<file path="src/rtl/enc_quad_gen_pkg.sv">
// Shared constants for the quadrature encoder generator: register offsets, FSM states, helpers.
package enc_quad_gen_pkg;

    localparam logic [3:0]  ADDR_MAIN      = 4'h4;
    localparam logic [3:0]  OFF_GEN_CTRL   = 4'hC;
    localparam logic [3:0]  OFF_GEN_PERIOD = 4'hD;
    localparam logic [3:0]  OFF_GEN_STEPS  = 4'hE;
    localparam logic [3:0]  OFF_GEN_POS    = 4'hF;
    localparam logic [23:0] GEN_POS_RESET  = 24'h800000;

    typedef enum logic {
        GEN_IDLE = 1'b0,
        GEN_RUN  = 1'b1
    } gen_state_e;

    // Periods below 2 would make every cycle a step; clamp so A/B stay well-formed.
    function automatic logic [23:0] period_eff(input logic [23:0] period);
        return (period < 24'd2) ? 24'd2 : period;
    endfunction

    // Phase 0..3 -> {A, B} = 00, 10, 11, 01 (Gray sequence).
    function automatic logic [1:0] phase_to_ab(input logic [1:0] phase);
        return {phase[1] ^ phase[0], phase[1]};
    endfunction

endpackage

</file>
<file path="src/rtl/enc_step_timer.sv">
// Step interval timer: counts sysclk cycles and strobes once per effective period,
// picking up a new period only at a step boundary or on load.
module enc_step_timer
    import enc_quad_gen_pkg::*;
(
    input  logic        sysclk,
    input  logic        reset,
    input  logic        run,
    input  logic        load,
    input  logic [23:0] period,
    output logic        step
);

    logic [23:0] timer_q, timer_d;
    logic [23:0] period_q, period_d;

    assign step = run && !load && (timer_q == period_q - 24'd1);

    always_comb begin
        timer_d  = timer_q;
        period_d = period_q;
        if (load) begin
            timer_d  = '0;
            period_d = period_eff(period);
        end else if (!run) begin
            timer_d = '0;
        end else if (step) begin
            timer_d  = '0;
            period_d = period_eff(period);
        end else begin
            timer_d = timer_q + 24'd1;
        end
    end

    always_ff @(posedge sysclk or negedge reset) begin
        if (!reset) begin
            timer_q  <= '0;
            period_q <= 24'd2;
        end else begin
            timer_q  <= timer_d;
            period_q <= period_d;
        end
    end

endmodule

</file>
<file path="src/rtl/enc_quad_gen.sv">
// Quadrature encoder signal generator with register-file control of period, direction and count.
// Optional index output enabled by defining ENC_GEN_INDEX_EN.
module enc_quad_gen
    import enc_quad_gen_pkg::*;
#(
    parameter logic [3:0]  CHAN       = 4'd1,
    parameter logic [23:0] DEF_PERIOD = 24'd1000,
    parameter int unsigned IDX_BITS   = 12
) (
    input  logic        sysclk,
    input  logic        reset,
    input  logic [15:0] reg_waddr,
    input  logic [31:0] reg_wdata,
    input  logic        reg_wen,
    input  logic [15:0] reg_raddr,
    output logic [31:0] reg_rdata,
    output logic        enc_a,
    output logic        enc_b,
    output logic        enc_i,
    output logic        busy,
    output logic        done
);

    gen_state_e  state_q, state_d;
    logic [23:0] period_q, period_d;
    logic [23:0] steps_q, steps_d;
    logic [23:0] pos_q, pos_d;
    logic [23:0] remaining_q, remaining_d;
    logic        dir_q, dir_d;
    logic        dir_run_q, dir_run_d;
    logic        cont_q, cont_d;
    logic [1:0]  phase_q, phase_d;
    logic        done_q, done_d;
    logic        enc_a_q, enc_b_q;
    logic [1:0]  ab_d;

    logic wr_hit, ctrl_wr, start_req, stop_req, step;

    assign wr_hit    = reg_wen && (reg_waddr[15:12] == ADDR_MAIN) && (reg_waddr[7:4] == CHAN);
    assign ctrl_wr   = wr_hit && (reg_waddr[3:0] == OFF_GEN_CTRL);
    assign stop_req  = ctrl_wr && reg_wdata[1];
    assign start_req = ctrl_wr && reg_wdata[0] && !reg_wdata[1];

    enc_step_timer u_timer (
        .sysclk (sysclk),
        .reset  (reset),
        .run    (state_q == GEN_RUN),
        .load   (start_req),
        .period (period_q),
        .step   (step)
    );

    always_comb begin
        state_d     = state_q;
        period_d    = period_q;
        steps_d     = steps_q;
        pos_d       = pos_q;
        remaining_d = remaining_q;
        dir_d       = dir_q;
        dir_run_d   = dir_run_q;
        cont_d      = cont_q;
        phase_d     = phase_q;
        done_d      = 1'b0;

        if (wr_hit) begin
            case (reg_waddr[3:0])
                OFF_GEN_CTRL:   dir_d    = reg_wdata[2];
                OFF_GEN_PERIOD: period_d = reg_wdata[23:0];
                OFF_GEN_STEPS:  steps_d  = reg_wdata[23:0];
                OFF_GEN_POS:    if (state_q == GEN_IDLE) pos_d = reg_wdata[23:0];
                default: ;
            endcase
        end

        if (stop_req) begin
            state_d = GEN_IDLE;
        end else if (start_req) begin
            state_d     = GEN_RUN;
            remaining_d = steps_q;
            cont_d      = (steps_q == '0);
            dir_run_d   = reg_wdata[2];
        end else if (step) begin
            phase_d   = dir_run_q ? phase_q + 2'd1 : phase_q - 2'd1;
            pos_d     = dir_run_q ? pos_q + 24'd1 : pos_q - 24'd1;
            // Direction written mid-interval applies from the following step.
            dir_run_d = dir_q;
            if (!cont_q) begin
                remaining_d = remaining_q - 24'd1;
                if (remaining_q == 24'd1) begin
                    state_d = GEN_IDLE;
                    done_d  = 1'b1;
                end
            end
        end
    end

    assign ab_d = phase_to_ab(phase_d);

    always_ff @(posedge sysclk or negedge reset) begin
        if (!reset) begin
            state_q     <= GEN_IDLE;
            period_q    <= DEF_PERIOD;
            steps_q     <= '0;
            pos_q       <= GEN_POS_RESET;
            remaining_q <= '0;
            dir_q       <= 1'b1;
            dir_run_q   <= 1'b1;
            cont_q      <= 1'b0;
            phase_q     <= 2'd0;
            done_q      <= 1'b0;
            enc_a_q     <= 1'b0;
            enc_b_q     <= 1'b0;
        end else begin
            state_q     <= state_d;
            period_q    <= period_d;
            steps_q     <= steps_d;
            pos_q       <= pos_d;
            remaining_q <= remaining_d;
            dir_q       <= dir_d;
            dir_run_q   <= dir_run_d;
            cont_q      <= cont_d;
            phase_q     <= phase_d;
            done_q      <= done_d;
            enc_a_q     <= ab_d[1];
            enc_b_q     <= ab_d[0];
        end
    end

`ifdef ENC_GEN_INDEX_EN
    logic enc_i_q;

    always_ff @(posedge sysclk or negedge reset) begin
        if (!reset) begin
            enc_i_q <= 1'b0;
        end else begin
            enc_i_q <= (phase_d == 2'd0) && (pos_d[IDX_BITS-1:0] == '0);
        end
    end

    assign enc_i = enc_i_q;
`else
    logic unused_idx_bits;
    assign unused_idx_bits = ^IDX_BITS;
    assign enc_i = 1'b0;
`endif

    assign enc_a = enc_a_q;
    assign enc_b = enc_b_q;
    assign busy  = (state_q == GEN_RUN);
    assign done  = done_q;

    always_comb begin
        reg_rdata = 32'd0;
        if (reg_raddr[7:4] == CHAN) begin
            case (reg_raddr[3:0])
                OFF_GEN_CTRL:   reg_rdata = {29'd0, dir_q, busy, 1'b0};
                OFF_GEN_PERIOD: reg_rdata = {8'd0, period_q};
                OFF_GEN_STEPS:  reg_rdata = {8'd0, (state_q == GEN_RUN) ? remaining_q : steps_q};
                OFF_GEN_POS:    reg_rdata = {8'd0, pos_q};
                default:        reg_rdata = 32'd0;
            endcase
        end
    end

    logic unused_bus;
    assign unused_bus = ^{reg_wdata[31:24], reg_raddr[15:8], reg_waddr[11:8]};

endmodule

</file>
<file path="config.mk">
export PLATFORM = sky130hd
export DESIGN_NAME = enc_quad_gen
export DESIGN_NICKNAME = d
export VERILOG_FILES = /design/src/rtl/enc_quad_gen_pkg.sv /design/src/rtl/enc_step_timer.sv /design/src/rtl/enc_quad_gen.sv
export SDC_FILE = /design/constraint.sdc
export NUM_CORES = 1
export LEC_CHECK = 0
export ABC_AREA = 1
export CAP_MARGIN = 10
export CORE_MARGIN = 3
export CORE_UTILIZATION = 35
export DETAILED_ROUTE_END_ITERATION = 8
export GPL_TIMING_DRIVEN = 0
export PLACE_DENSITY = 0.64
export SYNTH_ARGS = -nofsm -noshare
export SYNTH_HDL_FRONTEND = slang
export SYNTH_SLANG_ARGS = --single-unit
</file>
<file path="constraint.sdc">
create_clock -name sysclk -period 3.4 [get_ports sysclk]
set_input_delay 0.85 -clock sysclk [delete_from_list [all_inputs] [get_ports sysclk]]
set_output_delay 0.85 -clock sysclk [all_outputs]
set_load 0.01 [all_outputs]
</file>
**Word level (Yosys, flattened, before mapping)**

Index checks and enable logic that the tools add are counted.

- Register bits after elaboration: 153
- Word-level logic and storage cells: 98
- Input port bits: 67

- Mux-type cells: 36
- $lt $le $gt $ge: 1
- Reductions and logical operators: 23
- $add $sub $neg: 7
- Equal/unequal tests: 15
- Bitwise gates (word level): 2

Operators by type and width:

| operator | number |
|---|---|
| 2-to-1 mux 24 bit | 19 |
| one-hot mux 24 bit (4 select lines) | 1 |
| subtractor 24 x 1 -> 24 bit (second input constant) | 3 |
| adder 24 x 1 -> 24 bit (second input constant) | 2 |
| equality test 4 bit (second input constant) | 8 |
| equality test 24 x 1 -> 1 bit (second input constant) | 1 |
| equality test 24 bit | 1 |
| zero test 24 bit | 1 |
| < comparator 24 x 2 -> 1 bit (second input constant) | 1 |
| 2-to-1 mux 1 bit | 12 |
| AND reduction 2 bit | 6 |
| equality test 4 x 1 -> 1 bit (second input constant) | 2 |
| logical AND 1 bit | 8 |
| 2-to-1 mux 2 bit | 4 |
| AND reduction 3 bit | 2 |
| nonzero test 3 bit | 2 |
| equality test 4 x 3 -> 1 bit (second input constant) | 1 |
| nonzero test 2 bit | 2 |
| inequality test 3 x 1 -> 1 bit (second input constant) | 1 |
| adder 2 x 1 -> 2 bit (second input constant) | 1 |
| zero test 1 bit | 2 |
| inequality test 2 x 1 -> 1 bit (second input constant) | 1 |
| subtractor 2 x 1 -> 2 bit (second input constant) | 1 |
| inverter 1 bit | 1 |
| bitwise XOR 1 bit | 1 |

**Longest topological paths before layout**

- Depth in word-level cells: 13
- Gate-level depth with buffers: 20
- Depth with buffers taken out: 20

**Hierarchy**

A second synthesis with hierarchy kept.

- Cells, all modules: 1757
- Area total of the unflattened synthesis: 11509.8 um^2

Modules (own cells, without submodules):

| module | cells an instance | instances | area an instance (um^2) |
|---|---|---|---|
| enc_quad_gen | 1222 | 1 | 7945.1 |
| enc_step_timer | 535 | 1 | 3564.7 |

**Worst setup path after synthesis**

OpenSTA, ideal clock, no wires.

- Path type: input-to-output
- Start: in reg_raddr[2]
- End: out reg_rdata[10]
- Stages on the path: 7
- Data required time: 2.550 ns
- Path buffers: 1
- Data arrival time: 2.304 ns
- Slack: 0.246 ns
- Cells stage by stage: nand2_1 nor3_1 clkinv_1 clkbuf_1 o221ai_1 nand2_1 inv_1

- Word-level cells in the longest chain between the ends: 3

Ends and longest elaborated chain:

| item | RTL line | RTL |
|---|---|---|
| from (decl) | enc_quad_gen.sv:15 | `input logic [15:0] reg_raddr,` |
| equality test 4 bit | enc_quad_gen.sv:155 | `case (reg_raddr[3:0])` |
| one-hot mux 24 bit (4 select lines) * | enc_quad_gen.sv:155 |  |
| 2-to-1 mux 24 bit * | enc_quad_gen.sv:154 | `if (reg_raddr[7:4] == CHAN) begin` |
| to (decl) | enc_quad_gen.sv:16 | `output logic [31:0] reg_rdata,` |

Mark *: on every way between the ends. The rest lies on a longest branch, timed or not.

**Worst setup path in the final report**

- Start: in reg_raddr[7]
- End: out reg_rdata[18]

- Word-level cells in the longest chain between the ends: 2

Ends and longest elaborated chain:

| item | RTL line |
|---|---|
| equality test 4 x 1 -> 1 bit | enc_quad_gen.sv:154 |
| 2-to-1 mux 24 bit | enc_quad_gen.sv:154 |

No other way between the ends.

==> results.txt <==
----------------------------------------------------
[Run status]
  Outcome ... completed

[Timing]
  Worst Tran Pin Value ... approximately 0.64 ns
  RSZ-0062 raised after global routing ... no
  Number of pins with negative max-slew slack in the final report ... 0
  Final Setup Violations ... 0
  Final setup skew ... 0.01579 ns
  Top achievable clock speed ... between 200 and 300 MHz
  Max-slew headroom at the worst pin ... approximately 57%
  Count of endpoints failing hold in the final timing report ... 0
  Worst setup slack after layout ... between 0.05 and 0.06 ns
  Shortest period the worst path allows ... around 3.3 ns
  Period utilisation layout ... between 90% and 100%

[Floorplanning]
  Horizontal die dimension ... 181.6 µm
  Row cnt ... between 60 and 70
  Top-Level Pins ... roughly 100
  Total Die Area ... between 0.03 and 0.04 mm²
  Core area ... 0.03003 mm²
  Starting utilization of the core area ... a little over a third
  Die Span Y ... around 180 µm

[Logic synthesis]
  Parity-gate share of the synthesized area counting xor and xnor cells ... 5.747%
  List of most frequent post-synthesis cells ... sky130_fd_sc_hd__nand2_1, sky130_fd_sc_hd__inv_1, sky130_fd_sc_hd__o21ai_0, sky130_fd_sc_hd__dfrtp_1, sky130_fd_sc_hd__nor2_1
  Total of warnings raised by yosys ... 0
  Fraction of the mapped netlist area in compound gates ... approximately 13%
  Synthesized-area fraction occupied by and/or/nand/nor cells ... 32.68%
  Number of distinct library cell variants in the gate-level netlist after synthesis ... 51
  Synthesized area per cell ... 6.791 µm²
  Number of synthesized flops with an enable pin ... 0
  Area share of the leading cell type in the synthesized netlist ... between 30% and 40%
  Most used flip-flop cell after synthesis ... sky130_fd_sc_hd__dfrtp_1
  Top cell type by total area after synthesis ... sky130_fd_sc_hd__dfrtp_1
  Leading cell types by total area after synthesis ... sky130_fd_sc_hd__dfrtp_1, sky130_fd_sc_hd__nand2_1, sky130_fd_sc_hd__inv_1
  Post-synthesis sequential area ratio ... a little over a third
  Dominant cell by count in the synthesized netlist ... sky130_fd_sc_hd__nand2_1
  Dominant combinational cell family by area after synthesis ... simple AND/OR/NAND/NOR gates
  Synthesis-stage register bit count ... about 150
  Multiplexer share of the synthesized area ... 0.2086%
  Async set-reset flop share out of synthesis ... between 90% and 100%
  Fraction of the mapped netlist area in adder cells ... 3.198%
  Synthesized area ... 0.01080 mm²
  Cells after Synth ... 1590

[Setup path]
  Required time worst endpoint ... between 2 and 3 ns
  Sequence of cells on the critical path ... clkdlybuf4s50_1 > nor4b_4 > buf_4 > nand2_4 > inv_2 > clkbuf_8 > buf_8 > o21ai_1 > inv_1 > clkdlybuf4s15_2
  Crit-path max FO ... 7
  Crit-path slowest cell ... sky130_fd_sc_hd__clkdlybuf4s50_1
  Critical path launch point type ... input port
  Buffers plus inverters on the worst setup path ... 7
  Depth of the worst register-to-register path ... 13
  CP arrival ... between 2 and 3 ns
  Dominant delay contributor by cell family on the critical path ... buffers and inverters
  Critical path class ... in -> out
  Crit path largest cell delay ... roughly 0.44 ns
  Type of destination of the critical path ... output pin
  Depth of the critical timing path with buffers and inverters included ... 10

[Final layout]
  Total Nets Final ... around 1800
  Footprint of the multi-input gates ... 0.006060 mm²
  Fraction of layout instances using a drive strength above 1 ... slightly below 10%
  Fill cells ... 3126
  Area occupied by registers ... 0.003816 mm²
  Number of cells in the finished layout apart from fillers ... about 2100
  Area growth, synth to finish ... 20.65%
  Final antenna diode count ... 0
  Post-layout util ... between 40 and 50%

[Clock tree]
  TritonCTS clock tree ... yes
  Clock network latency to the later pin of the worst-skew pair ... 0.43 ns
  Worst-path clk slew ... roughly 0.060 ns
  Number of buffers between clock root and the deepest sink ... 2
  Clock Tree Root ... sky130_fd_sc_hd__clkbuf_16
  Total clock buffers created by CTS ... 17
  Clock sink total ... around 150
  CTS H-tree lvls ... 4

[Power]
  LEAKAGE ... 6.343 nW
  Worst vdd rail ir drop ... around 0.29 mV
  Power, Total ... between 4 and 5 mW
  Pwr per Cell Area ... approximately 340 mW/mm²

[Global route]
  First-pass GRT wire length ... roughly 56000 µm
  Total routing resource utilization after global routing ... roughly 21%
  Grt ovf ... 0
  Antenna violations before repair ... 0
  Largest net degree at the start of global routing ... between 100 and 150
  Vias in the first global route ... between 10000 and 15000

[Route]
  WL/cell ... 16.95 µm
  DRC violation count after routing ... 0
  Total wirelength of the detailed-routed design ... between 30000 and 40000 µm
  Router iterations before antenna repair ... 5
  Via/cell ratio ... approximately 5.2
  Detailed router's first-iteration violation count ... 984
  Remaining antenna violation count ... 0
  Via count of the routed design ... ~11000

[Min path]
  Worst Hold Class ... in -> async

[Placed design]
  Post-detailed-placement half-perimeter wirelength ... around 28000 µm
  Dpl cells ... between 2000 and 2500
  Global placement routability congestion ... 0.9257
  Placement-stage worst setup slack ... -1.630 ns
  Input/output buffers ... 74

[Job]
  Number of max-capacitance violations reported ... 0

----------------------------------------------------
[sequential cells by signal, summed over array words and instances, names as in the netlist]
name / cells
u_timer.timer_q: 24
pos_q: 24
cont_q: 1
steps_q: 24
done: 1
remaining_q: 24
enc_b: 1
dir_run_q: 1
enc_a: 1
u_timer.period_q: 24
phase_q: 1
period_q: 24
dir_q: 1
busy: 1
[layout by cell type (no fill, tap or decap), types with 11 or more instances in the layout]
master	Yosys	layout
sky130_fd_sc_hd__xor2_1	40	40
sky130_fd_sc_hd__nor2_1	131	131
sky130_fd_sc_hd__nand4_1	42	42
sky130_fd_sc_hd__nor4_1	14	14
sky130_fd_sc_hd__o21ai_0	143	139
sky130_fd_sc_hd__nand3_1	59	58
sky130_fd_sc_hd__inv_1	198	194
sky130_fd_sc_hd__nand3b_1	11	11
sky130_fd_sc_hd__buf_4	11	26
sky130_fd_sc_hd__dfrtp_1	142	142
sky130_fd_sc_hd__nor3_1	22	19
sky130_fd_sc_hd__ha_1	26	26
sky130_fd_sc_hd__nand2_1	507	502
sky130_fd_sc_hd__clkbuf_16	0	17
sky130_fd_sc_hd__clkdlybuf4s50_1	0	43
sky130_fd_sc_hd__o21ai_1	24	28
sky130_fd_sc_hd__xnor2_1	29	29
sky130_fd_sc_hd__o211ai_1	15	15
sky130_fd_sc_hd__a21oi_1	38	37
sky130_fd_sc_hd__clkbuf_1	36	32
[worst reg2reg max path, cell delays in order, from the launching register on]
cell                         delay (ns)
sky130_fd_sc_hd__dfstp_2           0.70
sky130_fd_sc_hd__clkinvlp_4        0.36
sky130_fd_sc_hd__ha_1              0.46
sky130_fd_sc_hd__a21oi_1           0.11
sky130_fd_sc_hd__o21ai_0           0.31
sky130_fd_sc_hd__a21oi_1           0.15
sky130_fd_sc_hd__o21ai_0           0.31
sky130_fd_sc_hd__nand2_1           0.10
sky130_fd_sc_hd__o211ai_1          0.14
sky130_fd_sc_hd__nand2_1           0.10
sky130_fd_sc_hd__nand2_1           0.08
sky130_fd_sc_hd__xor2_1            0.16
sky130_fd_sc_hd__nand2_1           0.06
sky130_fd_sc_hd__nand2_1           0.05
[final cells by class]
class                      count  area share [%]
timing repair buffer          93           6.829
clock inverter                11           1.306
inverter                     207           6.118
clock buffer                  21           3.458
buffer                        59           2.680
sequential                   152           29.29
multi-input combinational   1180           46.51
timing repair inverter         1         0.05763
tap                          390           3.746
[worst paths after layout]
check	start	end	slack (ns)
max	reg_raddr[7]	reg_rdata[18]	0.05
min	reset	u_timer.timer_q[9]$_DFF_PN0_	0.30
max reg2reg	dir_run_q$_DFFE_PN1P_	pos_q[16]$_DFF_PN0_	0.25
min reg2reg	remaining_q[22]$_DFFE_PN0P_	remaining_q[22]$_DFFE_PN0P_	0.47
max in group asynchronous	reset	u_timer.period_q[22]$_DFFE_PN0P_	2.21
min in group sysclk	remaining_q[22]$_DFFE_PN0P_	remaining_q[22]$_DFFE_PN0P_	0.47
[metal layers]
layer	vias to the layer above	track usage (%)	wire length (µm)
li1	5347	-	-
met1	5137	27.84	15250
met2	379	36.14	17140
met5	-	0	0
met4	0	7.465	1211
met3	77	3.686	2216
[repair_timing]
action,CTS,global route
hold buffers,0,0
pin swaps,9,3
setup buffers,18,0
gates resized for setup,99,26
setup endpoints to repair,24,38
cloned,0,1
[where the power goes]
group | switching [mW] | leakage, nW | total [mW] | internal [mW]
registers | 0.0504 | 1.93 | 1.90 | 1.85
clock network | 0.781 | 0.294 | 2.03 | 1.25
logic | 0.277 | 4.12 | 0.452 | 0.176
[cell families after synthesis]
group	count (synthesis)
xor+xnor	70
simple gates	820
fa+ha+maj	27
buf+inv	266
flops	152
compound gates	252
mux	2
other cells	1
[per-stage QoR]
step	area, µm²	hold WS (ns)	TNS (ns)
6_report	13030	0.2954	0
3_5_place_dp	12090	0.4677	-42.72
2_1_floorplan	10830	0.4419	0
5_1_grt	13030	0.3066	0
3_3_place_gp	12060	0.4603	-782.04
4_1_cts	13020	0.2918	-0.06103
(Power assumes the default switching activity.)
==> RTL edit (same flow settings) <==
Set the parameter `DEF_PERIOD` to 24'd750 (it was 24'd1000).
--- a/src/rtl/enc_quad_gen.sv
+++ b/src/rtl/enc_quad_gen.sv
@@ -4,7 +4,7 @@
     import enc_quad_gen_pkg::*;
 #(
     parameter logic [3:0]  CHAN       = 4'd1,
-    parameter logic [23:0] DEF_PERIOD = 24'd1000,
+    parameter logic [23:0] DEF_PERIOD = 24'd750,
     parameter int unsigned IDX_BITS   = 12
 ) (
     input  logic        sysclk,
Formal check against the unedited RTL: not equivalent (a bounded check fails within 4 cycles, from zero or initial values and one cycle with reset low).
==> RTL edit against the original RTL <==
Final cell count up 0.14%. Final area up 0.62%. Synthesized cell count unchanged. Total power up 4.3%. Register-to-register slack better by 0.06 ns. Highest routed layer unchanged. Sequential cell count unchanged. Critical path type unchanged. Setup slack worse by 0.035 ns. Synthesized area about the same. Routed wire length down 0.31%.
==> RTL edit: results (changes against the original RTL) <==
[metrics] Final Hold Slack: 0.375 ns (was 0.295 ns)
[metrics] Clock Tree Root: sky130_fd_sc_hd__clkbuf_16 (unchanged)
[metrics] highest net fanout along the worst path: 3 (was 7)
[metrics] number of antenna violations at the first check in global routing: 0 (unchanged)
[metrics] cell types with the highest counts after synthesis: 507 x sky130_fd_sc_hd__nand2_1, 198 x sky130_fd_sc_hd__inv_1, 143 x sky130_fd_sc_hd__o21ai_0 (unchanged)
[metrics] pre-CTS setup slack: -1.50 ns (was -1.63 ns)
[metrics] met3 Track Usage GR: 3.27% (was 3.69%)
[metrics] first-pass GRT wire length: 56.9 mm (was 56.5 mm)
[metrics] count of cell types in the netlist: 51 (unchanged)
[metrics] path type of the worst min-delay path: input port to asynchronous set/reset pin (unchanged)
[metrics] run status: finished clean (unchanged)
[metrics] number of DRC markers after the initial detailed-route iteration: 1002 (was 984)
[metrics] Largest stage delay, worst path: 0.35 ns (was 0.44 ns)
[metrics] met2 Usage GRT: 35.3% (was 36.1%)
[metrics] combined global-route utilization of all metal layers: 21.5% (about the same)
[metrics] number of warnings printed during yosys synthesis: 0 (unchanged)
[metrics] share of final-layout standard cells stronger than drive strength 1: 9.90% (was 9.63%)
[metrics] flop-to-flop setup slack: 0.31 ns (was 0.25 ns)
[metrics] sequential share of the synthesized area: 35.3% (about the same)
[metrics] leakage power: 6.40 nW (was 6.34 nW)
[metrics] final worst path period need: 3.38 ns (was 3.35 ns)
[metrics] cell with the largest stage delay on the worst path: sky130_fd_sc_hd__dlygate4sd2_1 (was sky130_fd_sc_hd__clkdlybuf4s50_1)
[metrics] pin count of the biggest net entering global routing: 100 (was 114)
[metrics] number of maximum-capacitance constraint violations: 0 (unchanged)
[metrics] clock latency at the later pin of the worst-skew pair: between 0.4 and 0.5 ns
[metrics] library cell occupying the most area in the post-synthesis netlist: sky130_fd_sc_hd__dfrtp_1 (unchanged)
[metrics] routed wire length: 35.7 mm (was 35.8 mm)
[metrics] maximum root-to-sink buffer count: 2 (unchanged)
[metrics] slew at the pin closest to its max-slew limit: 0.594 ns (was 0.640 ns)
[metrics] async set or reset register ratio after synthesis: 100% (unchanged)
[metrics] worst IR drop on VDD: 0.335 mV (was 0.285 mV)
[metrics] clock-pin slew on the worst setup and hold paths: 0.06 ns (about the same)
[metrics] placer's final routability congestion estimate: 0.949 (was 0.926)
[metrics] met1 track utilization from global routing: 29.0% (was 27.8%)
[metrics] cell class contributing the biggest share of worst-path delay: buffers and inverters (unchanged)
[metrics] Clock Skews: 0.0151 ns (was 0.0158 ns)
[metrics] Detail Placement HPWL: 27.7 mm (was 28.3 mm)
[metrics] via count of the first global-routing pass: 10355 (was 10510)
[metrics] top area cells in the synthesized netlist: sky130_fd_sc_hd__dfrtp_1 33%, sky130_fd_sc_hd__nand2_1 18%, sky130_fd_sc_hd__inv_1 6.9% (unchanged)
[metrics] cell area after placement: 0.0121 mm^2 (about the same)
[metrics] number of H-tree branching levels: 4 (unchanged)
[metrics] vias per inst: 5.19 (was 5.18)
[metrics] Crit path arrival time: 2.53 ns (was 2.50 ns)
[metrics] post-layout net count: 1808 (was 1805)
RTL edit: stage by stage:
step                      power, mW  cells
after floorplan                2.18   1598
after global placement         2.35   2062
after detailed placement       2.36   2063
after CTS                      4.58   2115
after global routing           4.71   2117
final                          4.57   2117
RTL edit: repair_timing:
action                                  in CTS  in global routing
pin swaps                                    6                  4
gates resized for setup                    100                 28
hold endpoints to repair                     0                  0
setup buffers                               19                  1
hold buffers                                 0                  0
gates cloned                                 1                  1
endpoints found under the setup margin      24                 39
RTL edit: final timing paths:
| check | startpoint | end | cells past startpoint |
|---|---|---|---|
| max in group asynchronous | reset | steps_q[16]$_DFFE_PN0P_ | 2 |
| hold reg to reg | remaining_q[22]$_DFFE_PN0P_ | remaining_q[22]$_DFFE_PN0P_ | 2 |
| setup reg to reg | dir_run_q$_DFFE_PN1P_ | pos_q[15]$_DFF_PN0_ | 10 |
| hold / removal | reset | u_timer.timer_q[6]$_DFF_PN0_ | 1 |
| min in group sysclk | remaining_q[22]$_DFFE_PN0P_ | remaining_q[22]$_DFFE_PN0P_ | 2 |
| setup / recovery | reg_raddr[0] | reg_rdata[9] | 9 |
RTL edit: power breakdown:
part	internal, mW	leakage (nW)	switching (mW)
clock	1.38	0.334	0.843
sequential	1.85	1.93	0.0515
combinational	0.173	4.14	0.276
RTL edit: kinds of logic after synthesis:
logic type | share of synthesized area (%)
AO/OA/AOI/OAI | 12.8
XOR/XNOR | 5.75
adder cells (fa/ha/maj) | 3.20
buffers and inverters | 10.0
flip-flops | 35.3
multiplexers | 0.209
other | 0.0347
AND/OR/NAND/NOR | 32.7
RTL edit: final cells by class:
cell class / count / area, um^2
Clock buffer: 20 / 467
Buffer: 59 / 352
Timing Repair Buffer: 96 / 896
Multi-Input combinational cell: 1180 / 6070
Clock inverter: 12 / 210
Inverter: 207 / 797
Tap cell: 390 / 488
Sequential cell: 152 / 3820
Timing Repair inverter: 1 / 7.51
Fill cell: 3064 / 16900
RTL edit: per-layer routing:
metal	wire (um)	vias to the layer above
met1	15500	5137
met2	17000	412
li1	-	5354
met3	2140	76
met4	1150	0
met5	0	-
